## config.mk

```make
export PLATFORM = sky130hd
export DESIGN_NAME = uart_boot_loader
export DESIGN_NICKNAME = d
export VERILOG_FILES = /design/src/rtl/uart_boot_loader.sv
export SDC_FILE = /design/constraint.sdc
export NUM_CORES = 1
export LEC_CHECK = 0
export ABC_CLOCK_PERIOD_IN_PS = 3200
export CAP_MARGIN = 10
export CELL_PAD_IN_SITES_DETAIL_PLACEMENT = 1
export CELL_PAD_IN_SITES_GLOBAL_PLACEMENT = 2
export CORE_MARGIN = 5
export CORE_UTILIZATION = 35
export CTS_BUF_LIST = sky130_fd_sc_hd__clkbuf_2
export DETAILED_ROUTE_END_ITERATION = 10
export PLACE_DENSITY = 0.78
export SYNTH_ARGS = -nofsm -noshare
export SYNTH_HDL_FRONTEND = slang
export SYNTH_SLANG_ARGS = --single-unit
```

## constraint.sdc

```tcl
create_clock -name clock -period 3.2 [get_ports clock]
set_clock_uncertainty 0.2 [all_clocks]
set_input_delay 0.48 -clock clock [delete_from_list [all_inputs] [get_ports clock]]
set_output_delay 0.48 -clock clock [all_outputs]
set_load 0.03 [all_outputs]
```

## src/rtl/uart_boot_loader.sv

```systemverilog
// uart_boot_loader: UART boot-stream receiver (auto-baud on 0xFF, "CAFE" sync, word count, word writes).
// Defining LOADER_CHECKSUM_EN adds a trailing 32-bit word-sum check before the load is accepted.
module uart_boot_loader #(
  parameter int          CNT_W      = 16,
  parameter logic [31:0] MAGIC      = 32'h43414645,
  parameter logic [31:0] BASE_ADDR  = 32'h00000000,
  parameter int          MIN_PERIOD = 16
) (
  input  logic             clock,
  input  logic             reset,
  input  logic             rx,
  output logic             wr_valid,
  output logic [31:0]      wr_addr,
  output logic [31:0]      wr_data,
  input  logic             wr_ready,
  output logic             cpu_hold,
  output logic             done,
  output logic             err,
  output logic [CNT_W-1:0] bit_period
);
`ifdef LOADER_CHECKSUM_EN
  localparam logic CSUM_EN = 1'b1;
`else
  localparam logic CSUM_EN = 1'b0;
`endif

  localparam logic [1:0] AB_IDLE = 2'd0, AB_MEAS = 2'd1, AB_RUN = 2'd2;
  localparam logic [1:0] R_IDLE = 2'd0, R_START = 2'd1, R_DATA = 2'd2, R_STOP = 2'd3;
  localparam logic [2:0] P_HUNT = 3'd0, P_COUNT = 3'd1, P_DATA = 3'd2, P_SUM = 3'd3, P_DONE = 3'd4;
  localparam logic [CNT_W-1:0] CNT_ONE = CNT_W'(1);

  logic             rx_meta, rx_sync, rx_prev, rx_fall;
  logic [1:0]       ab_state;
  logic [CNT_W-1:0] ab_cnt;
  logic [1:0]       r_state;
  logic [CNT_W-1:0] r_timer, half_period;
  logic [2:0]       r_bits;
  logic [7:0]       r_shift, byte_data;
  logic             byte_strobe, frame_err;
  logic [2:0]       p_state;
  logic [31:0]      window, next_window, remaining, rx_left, sum;
  logic [1:0]       byte_cnt;
  logic             handshake, finish_now;

  always_ff @(posedge clock or negedge reset) begin
    if (!reset) begin
      rx_meta <= 1'b1;
      rx_sync <= 1'b1;
      rx_prev <= 1'b1;
    end else begin
      rx_meta <= rx;
      rx_sync <= rx_meta;
      rx_prev <= rx_sync;
    end
  end

  assign rx_fall     = rx_prev & ~rx_sync;
  assign half_period = bit_period >> 1;

  // Auto-baud: the start bit of 0xFF is the only low stretch, so its length is one bit period.
  always_ff @(posedge clock or negedge reset) begin
    if (!reset) begin
      ab_state   <= AB_IDLE;
      ab_cnt     <= '0;
      bit_period <= '0;
    end else begin
      case (ab_state)
        AB_IDLE: if (rx_fall) begin
          ab_state <= AB_MEAS;
          ab_cnt   <= CNT_ONE;
        end
        AB_MEAS: begin
          if (!rx_sync) begin
            if (ab_cnt != {CNT_W{1'b1}}) ab_cnt <= ab_cnt + CNT_ONE;
          end else if (ab_cnt >= CNT_W'(MIN_PERIOD)) begin
            bit_period <= ab_cnt;
            ab_state   <= AB_RUN;
          end else begin
            ab_state <= AB_IDLE;
          end
        end
        default: ab_state <= AB_RUN;
      endcase
    end
  end

  always_ff @(posedge clock or negedge reset) begin
    if (!reset) begin
      r_state     <= R_IDLE;
      r_timer     <= '0;
      r_bits      <= '0;
      r_shift     <= '0;
      byte_data   <= '0;
      byte_strobe <= 1'b0;
      frame_err   <= 1'b0;
    end else begin
      byte_strobe <= 1'b0;
      frame_err   <= 1'b0;
      case (r_state)
        R_IDLE: if (ab_state == AB_RUN && rx_fall) begin
          r_state <= R_START;
          r_timer <= CNT_ONE;
        end
        R_START: begin
          if (r_timer >= half_period) begin
            r_timer <= CNT_ONE;
            r_bits  <= '0;
            r_state <= rx_sync ? R_IDLE : R_DATA;
          end else begin
            r_timer <= r_timer + CNT_ONE;
          end
        end
        R_DATA: begin
          if (r_timer >= bit_period) begin
            r_shift <= {rx_sync, r_shift[7:1]};
            r_timer <= CNT_ONE;
            r_bits  <= r_bits + 3'd1;
            if (r_bits == 3'd7) r_state <= R_STOP;
          end else begin
            r_timer <= r_timer + CNT_ONE;
          end
        end
        default: begin
          if (r_timer >= bit_period) begin
            r_state <= R_IDLE;
            if (rx_sync) begin
              byte_strobe <= 1'b1;
              byte_data   <= r_shift;
            end else begin
              frame_err <= 1'b1;
            end
          end else begin
            r_timer <= r_timer + CNT_ONE;
          end
        end
      endcase
    end
  end

  assign next_window = {window[23:0], byte_data};
  assign handshake   = wr_valid & wr_ready;
  assign finish_now  = !CSUM_EN && handshake && (p_state == P_DATA) && (remaining == 32'd1);
  assign cpu_hold    = ~done;

  // A pending write always drains, even after the parser has fallen back to hunting.
  always_ff @(posedge clock or negedge reset) begin
    if (!reset) begin
      p_state   <= P_HUNT;
      window    <= '0;
      byte_cnt  <= '0;
      remaining <= '0;
      rx_left   <= '0;
      sum       <= '0;
      wr_valid  <= 1'b0;
      wr_addr   <= BASE_ADDR;
      wr_data   <= '0;
      done      <= 1'b0;
      err       <= 1'b0;
    end else begin
      if (handshake) begin
        wr_valid  <= 1'b0;
        wr_addr   <= wr_addr + 32'd4;
        remaining <= remaining - 32'd1;
        if (finish_now) begin
          p_state <= P_DONE;
          done    <= 1'b1;
        end
      end
      if (frame_err && p_state != P_DONE && !finish_now) begin
        err      <= 1'b1;
        p_state  <= P_HUNT;
        window   <= '0;
        byte_cnt <= '0;
      end else if (byte_strobe) begin
        case (p_state)
          P_HUNT: begin
            window <= next_window;
            if (next_window == MAGIC) begin
              p_state  <= P_COUNT;
              byte_cnt <= '0;
              sum      <= '0;
              if (!wr_valid) wr_addr <= BASE_ADDR;
            end
          end
          P_COUNT: begin
            window   <= next_window;
            byte_cnt <= byte_cnt + 2'd1;
            if (byte_cnt == 2'd3) begin
              remaining <= next_window;
              rx_left   <= next_window;
              if (next_window != 32'd0) p_state <= P_DATA;
              else if (CSUM_EN) p_state <= P_SUM;
              else begin
                p_state <= P_DONE;
                done    <= 1'b1;
              end
            end
          end
          P_DATA: if (rx_left != 32'd0) begin
            window   <= next_window;
            byte_cnt <= byte_cnt + 2'd1;
            if (byte_cnt == 2'd3) begin
              if (wr_valid && !wr_ready) begin
                err     <= 1'b1;
                p_state <= P_HUNT;
                window  <= '0;
              end else begin
                wr_valid <= 1'b1;
                wr_data  <= next_window;
                sum      <= sum + next_window;
                rx_left  <= rx_left - 32'd1;
                if (CSUM_EN && rx_left == 32'd1) p_state <= P_SUM;
              end
            end
          end
          P_SUM: begin
            window   <= next_window;
            byte_cnt <= byte_cnt + 2'd1;
            if (byte_cnt == 2'd3) begin
              if (next_window == sum) begin
                p_state <= P_DONE;
                done    <= 1'b1;
              end else begin
                err     <= 1'b1;
                p_state <= P_HUNT;
                window  <= '0;
              end
            end
          end
          default: ;
        endcase
      end
    end
  end

endmodule

```

==> impl_results.md, run 1 <==
* Synth Instances at 1,628
* Dpl ws at -0.212 ns
* Detailed Place HPWL at 34.3 mm
* Slew Limit Fails at 0
* Largest delay share family, worst path: compound AO/OA/AOI/OAI gates
* Crit-path slowest cell: dfrtp_2
* H-tree Lvls at 3
* Sequential power share at 42.0%
* CP Class: flop to flop
* CP most frequent cell: buf_6
* Post-synthesis sequential area ratio at 44.9%
* Top_reg_cell synth: dfrtp_1
* GPL Wtd Cong at 0.866
* Net Sw Power at 0.00337 W
* Initial antenna violation count at 1
* DP Cell Count at 2,331
* Wire length per cell at 19.4 um
* Crit path time final at 3.16 ns
* Total routed wirelength at 48.6 mm
* CTS tree: done
* Worst-path fanout max at 8
* Total power at 0.00923 W
* Switching Share at 36.5%
* Library cells used by synthesis at 79
* Crit-path cells: inv_2 > ha_4 > a21o_1 > a21oi_2 > nand2_1 > a221o_1 > a31o_2 > a221oi_2 > buf_4 > o2111ai_4 > buf_6 > buf_6 > o21a_1 > a2bb2oi_2
* FF-to-FF Start: bit_period[10]$_DFFE_PN0P_
* Fin cells at 2,501
* Reg2Reg Setup Slack at 0.04 ns
* Initial DRT Pass Iterations at 5
* Most common cell after layout, fill and taps aside: nand2_1
* Top cell type's share of synthesized area at 44.4%
* CTS Root Cell: clkbuf_2
* CP bufs+invs at 4
* First-pass GRT wire length at 76.9 mm
* Nets at 1,978
* Syn-to-layout area delta at 25.6%
* Die area at 46,600 um^2
* Routed vias/inst at 5.39
* Max_slew headroom at 59.9%
* DRT iter0 DRCs at 826
* DR vias at 13.5k
* Vias in the first global route at 14.1k
* Status: finished, final reports clean
* Cells on worst reg2reg path at 14
* Finish-stage setup viols at 0
* Sink Count at 266
* Avg Inst Size Synth at 9.11 um^2
* Leak pwr at 8.52 nW
* Core area at 41,900 um^2
* Power share of the clock group at 29.4%
* Largest cells by area after synthesis: dfrtp_1 (44%), nand2_1 (6.7%), ha_1 (6.2%)
* Drc violations at 0
* Period utilisation layout at 98.9%
* Final Hold Vio Count at 0
* VDD IR max at 0.000216 V
* Worst slew pin tran at 0.598 ns
* Max_cap viols at 0
* Hold crit path type: flop to flop
* Largest net degree at the start of global routing at 67
* Syn Std Cell Area at 14,800 um^2
* Filler Cell Count at 4,848
* Power share of the combinational group at 28.6%
* Synth warn at 0
* Arrival time at the worst endpoint at 3.80 ns
* Initial Utilization at 35.3%
* CP peak stage delay at 0.42 ns
* Detail Route Antenna Nets at 0
* Critical Path End Type: flop
* IO Pins at 88
* RSZ-0062 raised after global routing: true
* Clk slew on worst S/H paths at 0.10 ns
* Fraction of registers with async set/reset at 100%
* Row count at 75
* Port Buffer Count at 85
* CP Launch Type: flop
* Yosys reg bits at 266
* Layout cells sized above 1 at 20.5%
* WP data required at 3.84 ns
* Setup TNS at 0 ns
* Power Dens Cells at 496 nW/um^2
* Crit. Startpoint: bit_period[10]$_DFFE_PN0P_
* Synth area leader: dfrtp_1
* Core Util, Final at 44.4%
* Hold EP: rx_sync$_DFF_PN1_
* Die span in y at 216 um
* Total GRT Usage at 20.3%
* Worst Hold Depth at 0
* Reg2Reg Capture Point: r_timer[5]$_DFFE_PN0P_
* Hold path startpoint: rx_meta$_DFF_PN1_
* Total CTS buffers at 79
* Insertion delay to the later sink of the worst-skew pair at 1.00 ns
* Post-synth EDFFs at 0
* Max Buffers Root-to-Sink at 3
* Global route total overflow at 0
* Highest clock rate at 316 MHz
* Final Worst Setup Slack at 0.0358 ns
* Int Pwr at 0.00586 W
* Most frequent cells in the layout: nand2_1 (263), dfrtp_1 (260), buf_4 (151)
* Die Wd at 216 um
==> cells in the mapped netlist (all sizes together) (15+ instances only) <==
master	number
nand2	266
dfrtp	263
o21ai	163
nor2	120
a21oi	99
ha	73
inv	53
xor2	50
xnor2	48
nor3	46
nor4	39
nand3	37
clkbuf	36
buf	35
a22o	27
or3	27
nand4	24
a21o	21
and3	18
mux2	17
nand2b	15
==> per-layer routing <==
layer / GRT usage [%] / vias up / part of all wire [%]
met5: 0 / - / 0
met4: 6.55 / 0 / 1.9
met1: 28.1 / 6763 / 47
li1: - / 6348 / -
met3: 3.67 / 69 / 4.4
met2: 32.6 / 293 / 47
==> timing repair <==
action / 4_1_cts / 5_1_grt
hold buffers: 5 / 0
cloned: 1 / 5
gates resized for setup: 13 / 58
endpoints found under the setup margin: 51 / 82
hold endpoints to repair: 268 / 0
pin swaps: 3 / 52
buffers inserted: 5 / 11
==> layout make-up <==
type	count	area (um^2)	area share [%]
clock inverters	22	139	0.746
well taps	539	674	3.62
flip-flops and latches	266	6660	35.8
clock buffers	119	596	3.20
repair buffers	260	2390	12.8
inverters	53	199	1.07
diodes	2	5.00	0.0269
multi-input cells	1240	7950	42.7
==> logic make-up after synthesis <==
family	share of synthesized area, %
xor gates and xnor gates	5.79
adders and majority gates	6.30
buffers and inverters	3.98
other	0.0253
and+or+nand+nor	20.6
AOI/OAI and AO/OA	16.6
muxes	1.76
DFF	44.9
==> power groups by stage <==
stage | clock network, W | registers [W] | logic, W
after floorplan | 0 | 0.00391 | 0.00129
after global placement | 0 | 0.00391 | 0.00216
after detailed placement | 0 | 0.00393 | 0.00224
final | 0.00272 | 0.00387 | 0.00264
after CTS | 0.00286 | 0.00387 | 0.00237
after global routing | 0.00305 | 0.00391 | 0.00287
==> state kept, by name, indices dropped and copies added (netlist names), 2 cells and up <==
register / flops
bit_period: 16
r_state: 2
rx_left: 32
p_state: 3
r_bits: 3
wr_data: 32
byte_data: 8
window: 24
remaining: 32
byte_cnt: 2
r_shift: 8
sum: 32
r_timer: 16
wr_addr: 30
ab_state: 2
ab_cnt: 16
==> worst reg2reg max path, cell delays in order, from the launching register on <==
cell and delay (ns):
dfrtp_2 0.42, inv_2 0.08, ha_4 0.20, a21o_1 0.18, a21oi_2 0.13, nand2_1 0.08
a221o_1 0.33, a31o_2 0.22, a221oi_2 0.23, buf_4 0.22, o2111ai_4 0.14, buf_6 0.18
buf_6 0.11, o21a_1 0.19, a2bb2oi_2 0.13
==> through the flow <==
stage / hold WS [ns] / area, um^2
finish: 0.166 / 18600
global route: 0.170 / 18600
CTS: 0.144 / 18200
detailed placement: 0.151 / 17200
global placement: 0.146 / 17200
floorplan: -0.0156 / 14800
==> worst max path at each step <==
| stage | to | cells past startpoint |
|---|---|---|
| 2_1_floorplan | byte_data[0]$_DFFE_PN0P_ | 12 |
| 3_3_place_gp | window[5]$_DFFE_PN0P_ | 12 |
| 3_5_place_dp | window[16]$_DFFE_PN0P_ | 12 |
| 4_1_cts | r_timer[13]$_DFFE_PN0P_ | 13 |
| 5_1_grt | window[7]$_DFFE_PN0P_ | 12 |
| 6_report | r_timer[5]$_DFFE_PN0P_ | 14 |
Power figures use the tool's default switching activity.
==> run 2, diff against run 1 <==
- HOLD_SLACK_MARGIN: default -> 0.03
==> results of run 2 <==
No change in the layout: final DEF, timing and power equal those of run 1.
==> run 3, diff against run 2 <==
- HOLD_SLACK_MARGIN: 0.03 -> default
- SETUP_SLACK_MARGIN: default -> 0.1
==> impl_results.md, run 3 (synthesized netlist as in run 1, its figures left out) <==
* Power share of the combinational group at 31.2%
* Power Dens Cells at 493 nW/um^2
* Total power at 0.00960 W
* Initial DRT Pass Iterations at 5
* Worst slew pin tran at 0.710 ns
* CP Launch Type: flop
* IO Pins at 88
* WP data required at 3.95 ns
* Dpl cell area at 17,300 um^2
* Total GRT Usage at 20.8%
* CTS tree: done
* Critical Path End Type: flop
* H-tree Lvls at 3
* Nets at 2,024
* Arrival time at the worst endpoint at 4.00 ns
* VDD IR max at 0.000252 V
* Die Wd at 216 um
* Crit path time final at 3.26 ns
* DRT iter0 DRCs at 760
* Detailed Place HPWL at 33.9 mm
* Violated checks: negative setup slack
* Final Hold Vio Count at 0
* Core area at 41,900 um^2
* Drc violations at 0
* Filler Cell Count at 4,857
* Initial antenna violation count at 1
* CTS Root Cell: clkbuf_2
* First-pass GRT wire length at 78.7 mm
* Global route total overflow at 0
* Hold crit path type: flop to flop
* Power share of the clock group at 28.2%
* Initial Utilization at 35.3%
* Detail Route Antenna Nets at 0
* Clk slew on worst S/H paths at 0.11 ns
* Highest clock rate at 307 MHz
* Period utilisation layout at 102%
* Sequential power share at 40.6%
* Layout cells sized above 1 at 25.0%
* Worst-path fanout max at 3
* Total CTS buffers at 78
* Int Pwr at 0.00602 W
* CP Class: flop to flop
* Finish-stage setup viols at 11
* Row count at 75
* Largest net degree at the start of global routing at 68
* Sink Count at 266
* Port Buffer Count at 85
* GPL Wtd Cong at 0.856
* Most common cell after layout, fill and taps aside: nand2_1
* Slew Limit Fails at 0
* Routed vias/inst at 5.34
* Final instance area at 19,500 um^2
* Max_cap viols at 0
* Max Buffers Root-to-Sink at 3
* Die area at 46,600 um^2
* Total routed wirelength at 50.4 mm
* Net Sw Power at 0.00358 W
* Max_slew headroom at 52.5%
* Most frequent cells in the layout: nand2_1 (259), dfrtp_1 (255), buf_4 (177)
* Insertion delay to the later sink of the worst-skew pair at 1.05 ns
* Status: finished, violations left
* Final Worst Setup Slack at -0.0577 ns
* Wire length per cell at 19.8 um
* Syn-to-layout area delta at 31.2%
* RSZ-0062 raised after global routing: true
* Vias in the first global route at 14.4k
* DR vias at 13.6k
* Die span in y at 216 um
* Leak pwr at 8.83 nW
* Switching Share at 37.3%
-- run 3: path summary, 6_finish.rpt --
path / start / to / slack [ns] / depth (start not counted)
setup / recovery: bit_period[10]$_DFFE_PN0P_ / r_timer[10]$_DFFE_PN0P_ / -0.06 / 12
hold reg to reg: rx_meta$_DFF_PN1_ / rx_sync$_DFF_PN1_ / 0.16 / 0
hold / removal: rx_meta$_DFF_PN1_ / rx_sync$_DFF_PN1_ / 0.16 / 0
max in group asynchronous: reset / rx_left[18]$_DFFE_PN0P_ / 1.89 / 4
min in group asynchronous: reset / r_timer[11]$_DFFE_PN0P_ / 0.44 / 4
setup reg to reg: bit_period[10]$_DFFE_PN0P_ / r_timer[10]$_DFFE_PN0P_ / -0.06 / 12
-- run 3: worst max-delay path, stage by stage, from the launching register on --
cell and delay (ns):
dfrtp_2 0.42, inv_2 0.08, ha_4 0.20, a21o_1 0.16, a21oi_2 0.16, nand2_1 0.09, a221o_1 0.29, a31o_2 0.24
a221oi_4 0.37, buf_6 0.17, o21ai_4 0.05, or4_4 0.42, o211ai_1 0.29
-- run 3: repair_timing --
action                     in CTS  in global routing
hold endpoints to repair      267                  0
hold buffers                    4                  0
gates resized for setup        45                137
buffers inserted               23                 41
setup endpoints to repair      77                121
cloned                          1                  6
pin swaps                      21                 52
-- run 3: final cells by class --
cell class | count | area (um^2) | share of cell area [%]
multi-input combinational | 1241 | 8300 | 42.7
sequential | 266 | 6670 | 34.3
timing repair buffer | 306 | 2880 | 14.8
tap | 539 | 674 | 3.47
clock buffer | 124 | 621 | 3.19
inverter | 53 | 199 | 1.02
clock inverter | 19 | 98.8 | 0.508
antenna | 2 | 5.00 | 0.0257
-- run 3: through the flow --
stage                     hold WS [ns]  util [%]  worst slack [ns]  TNS (ns)  cells
final                            0.161      46.4           -0.0577    -0.252   2550
after CTS                       0.0434      44.2          -0.00434  -0.00434   2504
after detailed placement         0.149      41.3            -0.165     -4.88   2333
after global routing             0.172      46.4            -0.181     -3.41   2549
after global placement           0.148      41.3            -0.117     -3.10   2333
after floorplan                -0.0156         -             0.107         0   1629
-- run 3: per-layer routing --
metal  GRT usage, %  part of all wire, %  wire, um
met5              0                    0         0
met4           6.61                  2.0      1010
met3           3.85                  4.6      2330
met2           32.9                   46     23200
met1           29.2                   47     23800
-- run 3: power by group through the flow --
stage                     Clock, W  Sequential [W]  Combinational [W]
after floorplan                  0         0.00391            0.00132
after global placement           0         0.00392            0.00225
after detailed placement         0         0.00394            0.00230
after CTS                  0.00283         0.00388            0.00255
after global routing       0.00302         0.00393            0.00323
final                      0.00271         0.00390            0.00299
